**src/rtl/voxel_ram_arbiter_if.sv**
```systemverilog
// Requester and RAM-side bus of voxel_ram_arbiter.
// Optional stats signals exist only when VOXEL_ARB_STATS_EN is defined.
interface voxel_ram_arbiter_if #(
  parameter int NUM_VTU = 4,
  parameter int POS_W   = 16,
  parameter int TYPE_W  = 8
);
  logic [NUM_VTU-1:0][POS_W-1:0] req_addr;
  logic [NUM_VTU-1:0]            req_read_enable;
  logic [NUM_VTU-1:0]            req_flush;
  logic [TYPE_W-1:0]             req_out;
  logic [NUM_VTU-1:0]            req_valid;
  logic [POS_W-1:0]              mem_addr;
  logic                          mem_read_enable;
  logic [TYPE_W-1:0]             mem_out;
`ifdef VOXEL_ARB_STATS_EN
  logic [31:0]                   stat_reads;
  logic [31:0]                   stat_stalls;
`endif

  modport slave (
    input  req_addr, req_read_enable, req_flush, mem_out,
    output req_out, req_valid, mem_addr, mem_read_enable
`ifdef VOXEL_ARB_STATS_EN
    , output stat_reads, stat_stalls
`endif
  );

  modport master (
    output req_addr, req_read_enable, req_flush, mem_out,
    input  req_out, req_valid, mem_addr, mem_read_enable
`ifdef VOXEL_ARB_STATS_EN
    , input stat_reads, stat_stalls
`endif
  );
endinterface

```
**src/rtl/voxel_ram_arbiter.sv**
```systemverilog
// Round-robin sharing of one voxel block RAM read port among NUM_VTU traversal units.
// Define VOXEL_ARB_STATS_EN to add the stat_reads / stat_stalls counters.
module voxel_ram_arbiter #(
  parameter int NUM_VTU     = 4,
  parameter int RAM_LATENCY = 2,
  parameter int POS_W       = 16,
  parameter int TYPE_W      = 8
) (
  input  logic                 clk_in,
  input  logic                 rst_in,
  voxel_ram_arbiter_if.slave   bus
);
  localparam int PTR_W = (NUM_VTU > 1) ? $clog2(NUM_VTU) : 1;
  localparam logic [PTR_W-1:0] LAST_PORT = PTR_W'(NUM_VTU - 1);
  localparam logic [PTR_W:0]   NUM_W     = (PTR_W+1)'(NUM_VTU);

  logic [NUM_VTU-1:0]            busy_q, busy_d;
  logic [NUM_VTU-1:0]            pend_q, pend_d;
  logic [NUM_VTU-1:0][POS_W-1:0] addr_q, addr_d;
  logic [PTR_W-1:0]              rr_q, rr_d;
  logic                          mem_read_enable_q, mem_read_enable_d;
  logic [POS_W-1:0]              mem_addr_q, mem_addr_d;
  logic [PTR_W-1:0]              iss_port_q, iss_port_d;
  logic [RAM_LATENCY-1:0]        tag_vld_q, tag_vld_d;
  logic [RAM_LATENCY-1:0][PTR_W-1:0] tag_port_q, tag_port_d;
  logic [TYPE_W-1:0]             req_out_q, req_out_d;
  logic [NUM_VTU-1:0]            req_valid_q, req_valid_d;

  logic [NUM_VTU-1:0]            capture_s;
  logic [NUM_VTU-1:0]            cand_s;
  logic                          grant_vld_s;
  logic [PTR_W-1:0]              grant_idx_s;
  logic [NUM_VTU-1:0]            grant_oh_s;
  logic                          exit_vld_s;
  logic [PTR_W-1:0]              exit_port_s;

  // A request arriving at an idle port competes in the same cycle it is captured.
  always_comb begin
    capture_s = bus.req_read_enable & ~busy_q & ~bus.req_flush;
    cand_s    = (pend_q | capture_s) & ~bus.req_flush;
  end

  // Round-robin pick: lowest offset from rr_q wins.
  always_comb begin
    logic [PTR_W:0]   sum_s;
    logic [PTR_W:0]   wrap_s;
    logic [PTR_W-1:0] port_s;
    grant_vld_s = 1'b0;
    grant_idx_s = '0;
    sum_s       = '0;
    wrap_s      = '0;
    port_s      = '0;
    for (int k = NUM_VTU - 1; k >= 0; k--) begin
      sum_s       = {1'b0, rr_q} + (PTR_W+1)'(k);
      wrap_s      = (sum_s >= NUM_W) ? (sum_s - NUM_W) : sum_s;
      port_s      = wrap_s[PTR_W-1:0];
      grant_idx_s = cand_s[port_s] ? port_s : grant_idx_s;
      grant_vld_s = grant_vld_s | cand_s[port_s];
    end
    grant_oh_s = grant_vld_s ? (NUM_VTU'(1) << grant_idx_s) : '0;
    rr_d       = grant_vld_s ? ((grant_idx_s == LAST_PORT) ? '0 : grant_idx_s + PTR_W'(1)) : rr_q;
  end

  always_comb begin
    exit_vld_s  = tag_vld_q[RAM_LATENCY-1] & ~bus.req_flush[tag_port_q[RAM_LATENCY-1]];
    exit_port_s = tag_port_q[RAM_LATENCY-1];
  end

  // Per-port busy/pending/address; flush outranks capture.
  always_comb begin
    busy_d = busy_q;
    pend_d = pend_q;
    addr_d = addr_q;
    for (int i = 0; i < NUM_VTU; i++) begin
      if (bus.req_flush[i]) begin
        busy_d[i] = 1'b0;
        pend_d[i] = 1'b0;
      end else if (capture_s[i]) begin
        busy_d[i] = 1'b1;
        pend_d[i] = ~grant_oh_s[i];
        addr_d[i] = bus.req_addr[i];
      end else if (exit_vld_s && (exit_port_s == PTR_W'(i))) begin
        busy_d[i] = 1'b0;
        pend_d[i] = 1'b0;
      end else if (grant_oh_s[i]) begin
        pend_d[i] = 1'b0;
      end else begin
        busy_d[i] = busy_q[i];
      end
    end
  end

  // Issue stage plus tag shift that tracks the RAM pipeline; flush kills matching tags.
  always_comb begin
    mem_read_enable_d = grant_vld_s;
    mem_addr_d        = grant_vld_s ? (busy_q[grant_idx_s] ? addr_q[grant_idx_s]
                                                           : bus.req_addr[grant_idx_s])
                                    : mem_addr_q;
    iss_port_d        = grant_vld_s ? grant_idx_s : iss_port_q;
    tag_vld_d         = '0;
    tag_port_d        = tag_port_q;
    tag_vld_d[0]      = mem_read_enable_q & ~bus.req_flush[iss_port_q];
    tag_port_d[0]     = iss_port_q;
    for (int k = 1; k < RAM_LATENCY; k++) begin
      tag_vld_d[k]  = tag_vld_q[k-1] & ~bus.req_flush[tag_port_q[k-1]];
      tag_port_d[k] = tag_port_q[k-1];
    end
    req_valid_d = exit_vld_s ? (NUM_VTU'(1) << exit_port_s) : '0;
    req_out_d   = exit_vld_s ? bus.mem_out : req_out_q;
  end

  // State registers.
  always_ff @(posedge clk_in) begin
    if (rst_in) begin
      busy_q            <= '0;
      pend_q            <= '0;
      addr_q            <= '0;
      rr_q              <= '0;
      mem_read_enable_q <= 1'b0;
      mem_addr_q        <= '0;
      iss_port_q        <= '0;
      tag_vld_q         <= '0;
      tag_port_q        <= '0;
      req_out_q         <= '0;
      req_valid_q       <= '0;
    end else begin
      busy_q            <= busy_d;
      pend_q            <= pend_d;
      addr_q            <= addr_d;
      rr_q              <= rr_d;
      mem_read_enable_q <= mem_read_enable_d;
      mem_addr_q        <= mem_addr_d;
      iss_port_q        <= iss_port_d;
      tag_vld_q         <= tag_vld_d;
      tag_port_q        <= tag_port_d;
      req_out_q         <= req_out_d;
      req_valid_q       <= req_valid_d;
    end
  end

  assign bus.req_out         = req_out_q;
  assign bus.req_valid       = req_valid_q;
  assign bus.mem_addr        = mem_addr_q;
  assign bus.mem_read_enable = mem_read_enable_q;

`ifdef VOXEL_ARB_STATS_EN
  logic [31:0] stat_reads_q, stat_reads_d;
  logic [31:0] stat_stalls_q, stat_stalls_d;
  logic        stall_s;

  // Saturating activity counters.
  always_comb begin
    stall_s       = |(cand_s & ~grant_oh_s);
    stat_reads_d  = (mem_read_enable_q && (stat_reads_q != 32'hFFFF_FFFF))
                    ? stat_reads_q + 32'd1 : stat_reads_q;
    stat_stalls_d = (stall_s && (stat_stalls_q != 32'hFFFF_FFFF))
                    ? stat_stalls_q + 32'd1 : stat_stalls_q;
  end

  // Counter registers.
  always_ff @(posedge clk_in) begin
    if (rst_in) begin
      stat_reads_q  <= 32'd0;
      stat_stalls_q <= 32'd0;
    end else begin
      stat_reads_q  <= stat_reads_d;
      stat_stalls_q <= stat_stalls_d;
    end
  end

  assign bus.stat_reads  = stat_reads_q;
  assign bus.stat_stalls = stat_stalls_q;
`endif
endmodule

```
**src/flat_wrapper.sv**
```systemverilog
// flat-port wrapper written by rule: the top's interface ports become plain ports
module voxel_ram_arbiter_flat 
#(
  parameter int NUM_VTU     = 4,
  parameter int RAM_LATENCY = 2,
  parameter int POS_W       = 16,
  parameter int TYPE_W      = 8
)
  (clk_in, rst_in, bus_req_addr, bus_req_read_enable, bus_req_flush, bus_mem_out, bus_req_out, bus_req_valid, bus_mem_addr, bus_mem_read_enable);
  voxel_ram_arbiter_if #(.NUM_VTU(NUM_VTU), .POS_W(POS_W), .TYPE_W(TYPE_W)) bus_i ();
  input  logic clk_in;
  input  logic rst_in;
  input wire logic [$bits(bus_i.req_addr)-1:0] bus_req_addr;
  input wire logic [$bits(bus_i.req_read_enable)-1:0] bus_req_read_enable;
  input wire logic [$bits(bus_i.req_flush)-1:0] bus_req_flush;
  input wire logic [$bits(bus_i.mem_out)-1:0] bus_mem_out;
  output wire logic [$bits(bus_i.req_out)-1:0] bus_req_out;
  output wire logic [$bits(bus_i.req_valid)-1:0] bus_req_valid;
  output wire logic [$bits(bus_i.mem_addr)-1:0] bus_mem_addr;
  output wire logic [$bits(bus_i.mem_read_enable)-1:0] bus_mem_read_enable;
  assign bus_i.req_addr = bus_req_addr;
  assign bus_i.req_read_enable = bus_req_read_enable;
  assign bus_i.req_flush = bus_req_flush;
  assign bus_i.mem_out = bus_mem_out;
  assign bus_req_out = bus_i.req_out;
  assign bus_req_valid = bus_i.req_valid;
  assign bus_mem_addr = bus_i.mem_addr;
  assign bus_mem_read_enable = bus_i.mem_read_enable;
  voxel_ram_arbiter #(.NUM_VTU(NUM_VTU), .RAM_LATENCY(RAM_LATENCY), .POS_W(POS_W), .TYPE_W(TYPE_W)) u_core (.clk_in(clk_in), .rst_in(rst_in), .bus(bus_i));
endmodule
```
**config.mk**
```make
export PLATFORM = sky130hd
export DESIGN_NAME = voxel_ram_arbiter_flat
export DESIGN_NICKNAME = d
export VERILOG_FILES = /design/src/rtl/voxel_ram_arbiter_if.sv /design/src/rtl/voxel_ram_arbiter.sv /design/src/flat_wrapper.sv
export SDC_FILE = /design/constraint.sdc
export NUM_CORES = 1
export LEC_CHECK = 0
export BUFFER_PORTS_ARGS = -buffer_cell sky130_fd_sc_hd__buf_4
export CAP_MARGIN = 20
export CELL_PAD_IN_SITES_DETAIL_PLACEMENT = 0
export CELL_PAD_IN_SITES_GLOBAL_PLACEMENT = 2
export CORE_ASPECT_RATIO = 0.6
export CORE_MARGIN = 3
export CORE_UTILIZATION = 32
export DETAILED_ROUTE_END_ITERATION = 8
export PLACE_DENSITY = 0.91
export SLEW_MARGIN = 0
export SYNTH_ARGS = -nofsm -noshare
export SYNTH_HDL_FRONTEND = slang
export SYNTH_SLANG_ARGS = --single-unit
```
**constraint.sdc**
```tcl
create_clock -name clk_in -period 2.9 [get_ports clk_in]
set_input_delay 0.29 -clock clk_in [delete_from_list [all_inputs] [get_ports clk_in]]
set_output_delay 0.29 -clock clk_in [all_outputs]
set_load 0.01 [all_outputs]
```
==> summary.txt <==
Logic synthesis
  – Syn nets: 686
  – Main combinational cell family by area after synthesis: compound AO/OA/AOI/OAI gates
  – Synth top cells by count: nand2_1 (136), dfxtp_1 (111), a21oi_1 (78)
  – Leading area contributor after synthesis: dfxtp_1
  – Synth top area cells: dfxtp_1 (44%), nand2_1 (10%), mux2i_1 (9.9%), a21oi_1 (7.7%), nor2_1 (3.7%)
  – Post-synthesis simple-gate area fraction: 18.5%
  – Number of synthesized flops with an enable pin: 0
  – Post-synthesis mux area share: 13.5%
  – Post-Synth Adder-Cell Area: 0%
  – Sequential share of the synthesized area: between 40 and 50%
  – Top_reg_cell synth: dfxtp_1
  – Complex-gate fraction of the synthesized area: between 10% and 20%
  – Post-synth ARST share: 0%
  – Xor/xnor share of the synthesized area: 0%
  – Count of cell types in the netlist: 45
  – Synth Instances: roughly 600
  – Top cell type's share of synthesized area: 43.8%
  – Ys Warns: 0
  – Synth Area per Inst: between 8 and 9 um^2
  – Synth Cell Area: 5070 um^2
  – Most common cell in the netlist: nand2_1
  – Register bit total from synthesis: 111

Worst setup path
  – Bufs and invs on worst path: 1
  – Start-to-end type of the worst setup path: flip-flop to flip-flop
  – CP dominant cell by count: mux2i_1
  – Kind of end point of the critical path: flip-flop
  – Critical path, cell by cell: nor2b_1 > o21bai_1 > a221o_1 > nor3_4 > mux2i_1 > mux2_4 > buf_4 > mux2i_1 > a211oi_1
  – Slowest Stage Delay on Critical Path: 0.44 ns
  – Critical path launch point type: flip-flop
  – Crit path DAT: around 3 ns
  – Data required, critical path: 3.09 ns
  – CP max-delay cell: a221o_1
  – CP top delay family: multiplexers
  – Crit-path max FO: 11

Routing
  – Drt wl/cell: 18.8 um
  – Vias per cell: 5.32
  – # DRC: 0
  – DRT Wirelength: 17000 um
  – Met2 wire length: roughly 6200 um
  – Final ANT Viol Nets: 0
  – DR WL met3: about 1600 um
  – WL met1: 9060 um
  – Highest metal used: met4
  – DRT iter0 DRCs: 413
  – 1st-pass router iterations: 5
  – Via count: 4820

Pwr
  – Maximum vdd ir drop: 0.231 mV
  – Comb power frac: 21.3%
  – Power per Cell Area: 574 nW/um^2
  – Sequential Power Share: 45.3%
  – Pint: 2.64 mW
  – Sw power: about 1.1 mW
  – Clock share of power: 33.4%
  – Pleak: approximately 2.6 nW
  – Overall Power: 3.72 mW
  – Net switching fraction of the power: 29.0%

Global route
  – Largest net degree at the start of global routing: 82
  – Total overflow reported by the global router: 0
  – GRT Util Overall: 19.2%
  – Vias in the first global route: 4386
  – Initial antenna violation count: 0
  – Global-route wire length before repair: 26200 um

Layout
  – FILL cells: roughly 1500
  – ANT cells: 0
  – Final net count: 786
  – Area of the multi-input gates: roughly 2600 um^2
  – Area Growth Syn to Fin: 27.9%
  – Reg area: 2220 um^2
  – Layout cells sized above 1: 24.2%

Timing
  – Setup TNS: 0 ns
  – Final worst path period need: roughly 2.8 ns
  – Final Hold Viols: 0
  – Pins Over Slew Limit: 0
  – Worst-margin pin slew: 0.880 ns
  – Tcrit/Tclk final: approximately 96%
  – Relative slew slack: 41.3%
  – Setup Viol. Count Final: 0
  – Fmax: 357 MHz
  – Layout Skew: 0.00708 ns

Floorplan
  – Initial core utilization: about a third
  – Total Die Area: approximately 17000 um^2
  – Die Y: about 100 um
  – Ports: between 100 and 150
  – Die width: 169 um
  – Row cnt: 34
  – Core box area: around 15000 um^2

Clock network
  – Root buffer cell: clkbuf_16
  – Skew-Pair Late Insertion Delay: 0.34 ns
  – Htree depth: 3
  – Post-CTS Hold Buffers: 0
  – CTS Sinks: 111
  – Num CTS Buffers: 9
  – Worst-path clk slew: 0.07 ns
  – CTS tree: done
  – Clk buf depth: 2

Run status
  – Outcome: completed

Placement
  – Routability congestion estimate: 0.838
  – Detailed placer's ending HPWL: 12700 um
  – PortBufs: 110

Job
  – Max cap viols: 0

Worst hold path
  – Worst hold path type: primary input to flip-flop
==> cells in the final DEF (no fill, tap or decap), drive strengths merged, types with 2 or more instances in the layout <==
cell type	count
buf	137
clkbuf	9
or2	2
dfxtp	111
nand2b	8
a22oi	20
a221oi	10
a21oi	78
nor4	2
and3	2
a311oi	10
inv	7
mux2	13
nand2	136
clkinv	2
clkinvlp	2
nor2b	10
or3	2
a32oi	5
a21o	2
o21ai	6
a211oi	11
o211ai	2
nor2	50
a2111oi	5
mux2i	50
nor3	7
==> timing repair <==
action | 4_1_cts | 5_1_grt
endpoints found under the setup margin | 6 | 11
gates resized for setup | 1 | 4
setup buffers | 0 | 4
endpoints found under the hold margin | 0 | 0
==> layout make-up <==
class | instances | area share (%)
well taps | 198 | 3.82
flip-flops and latches | 111 | 34.2
repair buffers | 137 | 16.3
clock buffers | 9 | 3.47
multi-input cells | 439 | 40.7
inverters | 6 | 0.347
clock inverters | 6 | 1.10
==> per-stage QoR <==
| stage | hold slack (ns) | cells | setup slack, ns | util [%] | area, um^2 |
|---|---|---|---|---|---|
| after detailed placement | 0.439 | 887 | -0.0544 | 40.9 | 6130 |
| after global placement | 0.421 | 887 | 0.0796 | 40.9 | 6130 |
| after floorplan | 0.369 | 604 | 0.385 | - | 5070 |
| after global routing | 0.177 | 906 | -0.0383 | 43.3 | 6490 |
| final | 0.172 | 906 | 0.102 | 43.3 | 6490 |
| after CTS | 0.166 | 902 | 0.0485 | 42.9 | 6430 |
==> worst reg2reg max path: stages, from the launching register on <==
cell	delay [ns]
dfxtp_1	0.32
nor2b_1	0.16
o21bai_1	0.21
a221o_1	0.44
nor3_4	0.34
mux2i_1	0.23
mux2_4	0.27
buf_4	0.15
mux2i_1	0.39
a211oi_1	0.14
==> logic make-up (layout without fill, tap and decap cells) <==
kind of cell / after synthesis / after routing
muxes: 64 / 64
and+or+nand+nor: 222 / 222
buffers and inverters: 54 / 158
DFF: 111 / 111
AOI/OAI and AO/OA: 153 / 153
==> worst paths after layout <==
check	cells after the start	start	end	slack (ns)
setup / recovery	9	u_core.busy_q[3]	u_core.bus.mem_addr[3]	0.10
hold / removal	3	bus_mem_out[7]	u_core.bus.req_out[7]	0.17
setup reg to reg	9	u_core.busy_q[3]	u_core.bus.mem_addr[3]	0.10
hold reg to reg	2	u_core.tag_vld_q[0]	u_core.tag_vld_q[1]	0.44
==> sequential cells by signal, indices dropped and copies added (netlist names) <==
signal	count
u_core.pend_q	4
u_core.addr_q	64
u_core.exit_port_s	2
u_core.tag_vld_q	2
u_core.bus.mem_read_enable	1
u_core.busy_q	4
u_core.rr_q	2
u_core.bus.req_out	8
u_core.bus.req_valid	4
u_core.bus.mem_addr	16
u_core.iss_port_q	2
u_core.tag_port_d	2
==> power groups by stage <==
stage          Clock [mW]  Combinational, mW  Sequential (mW)
2_1_floorplan           0              0.428             1.71
3_3_place_gp            0              0.759             1.71
3_5_place_dp            0              0.765             1.72
4_1_cts              1.27              0.770             1.68
5_1_grt              1.33              0.863             1.70
6_report             1.24              0.795             1.69
==> routing by layer <==
layer  global-route usage [%]  vias up
met2                     23.2      214
met1                     33.6     2278
met5                        0        -
met4                     2.86        0
li1                         -     2315
met3                     3.77       13
Power figures use the tool's default switching activity.
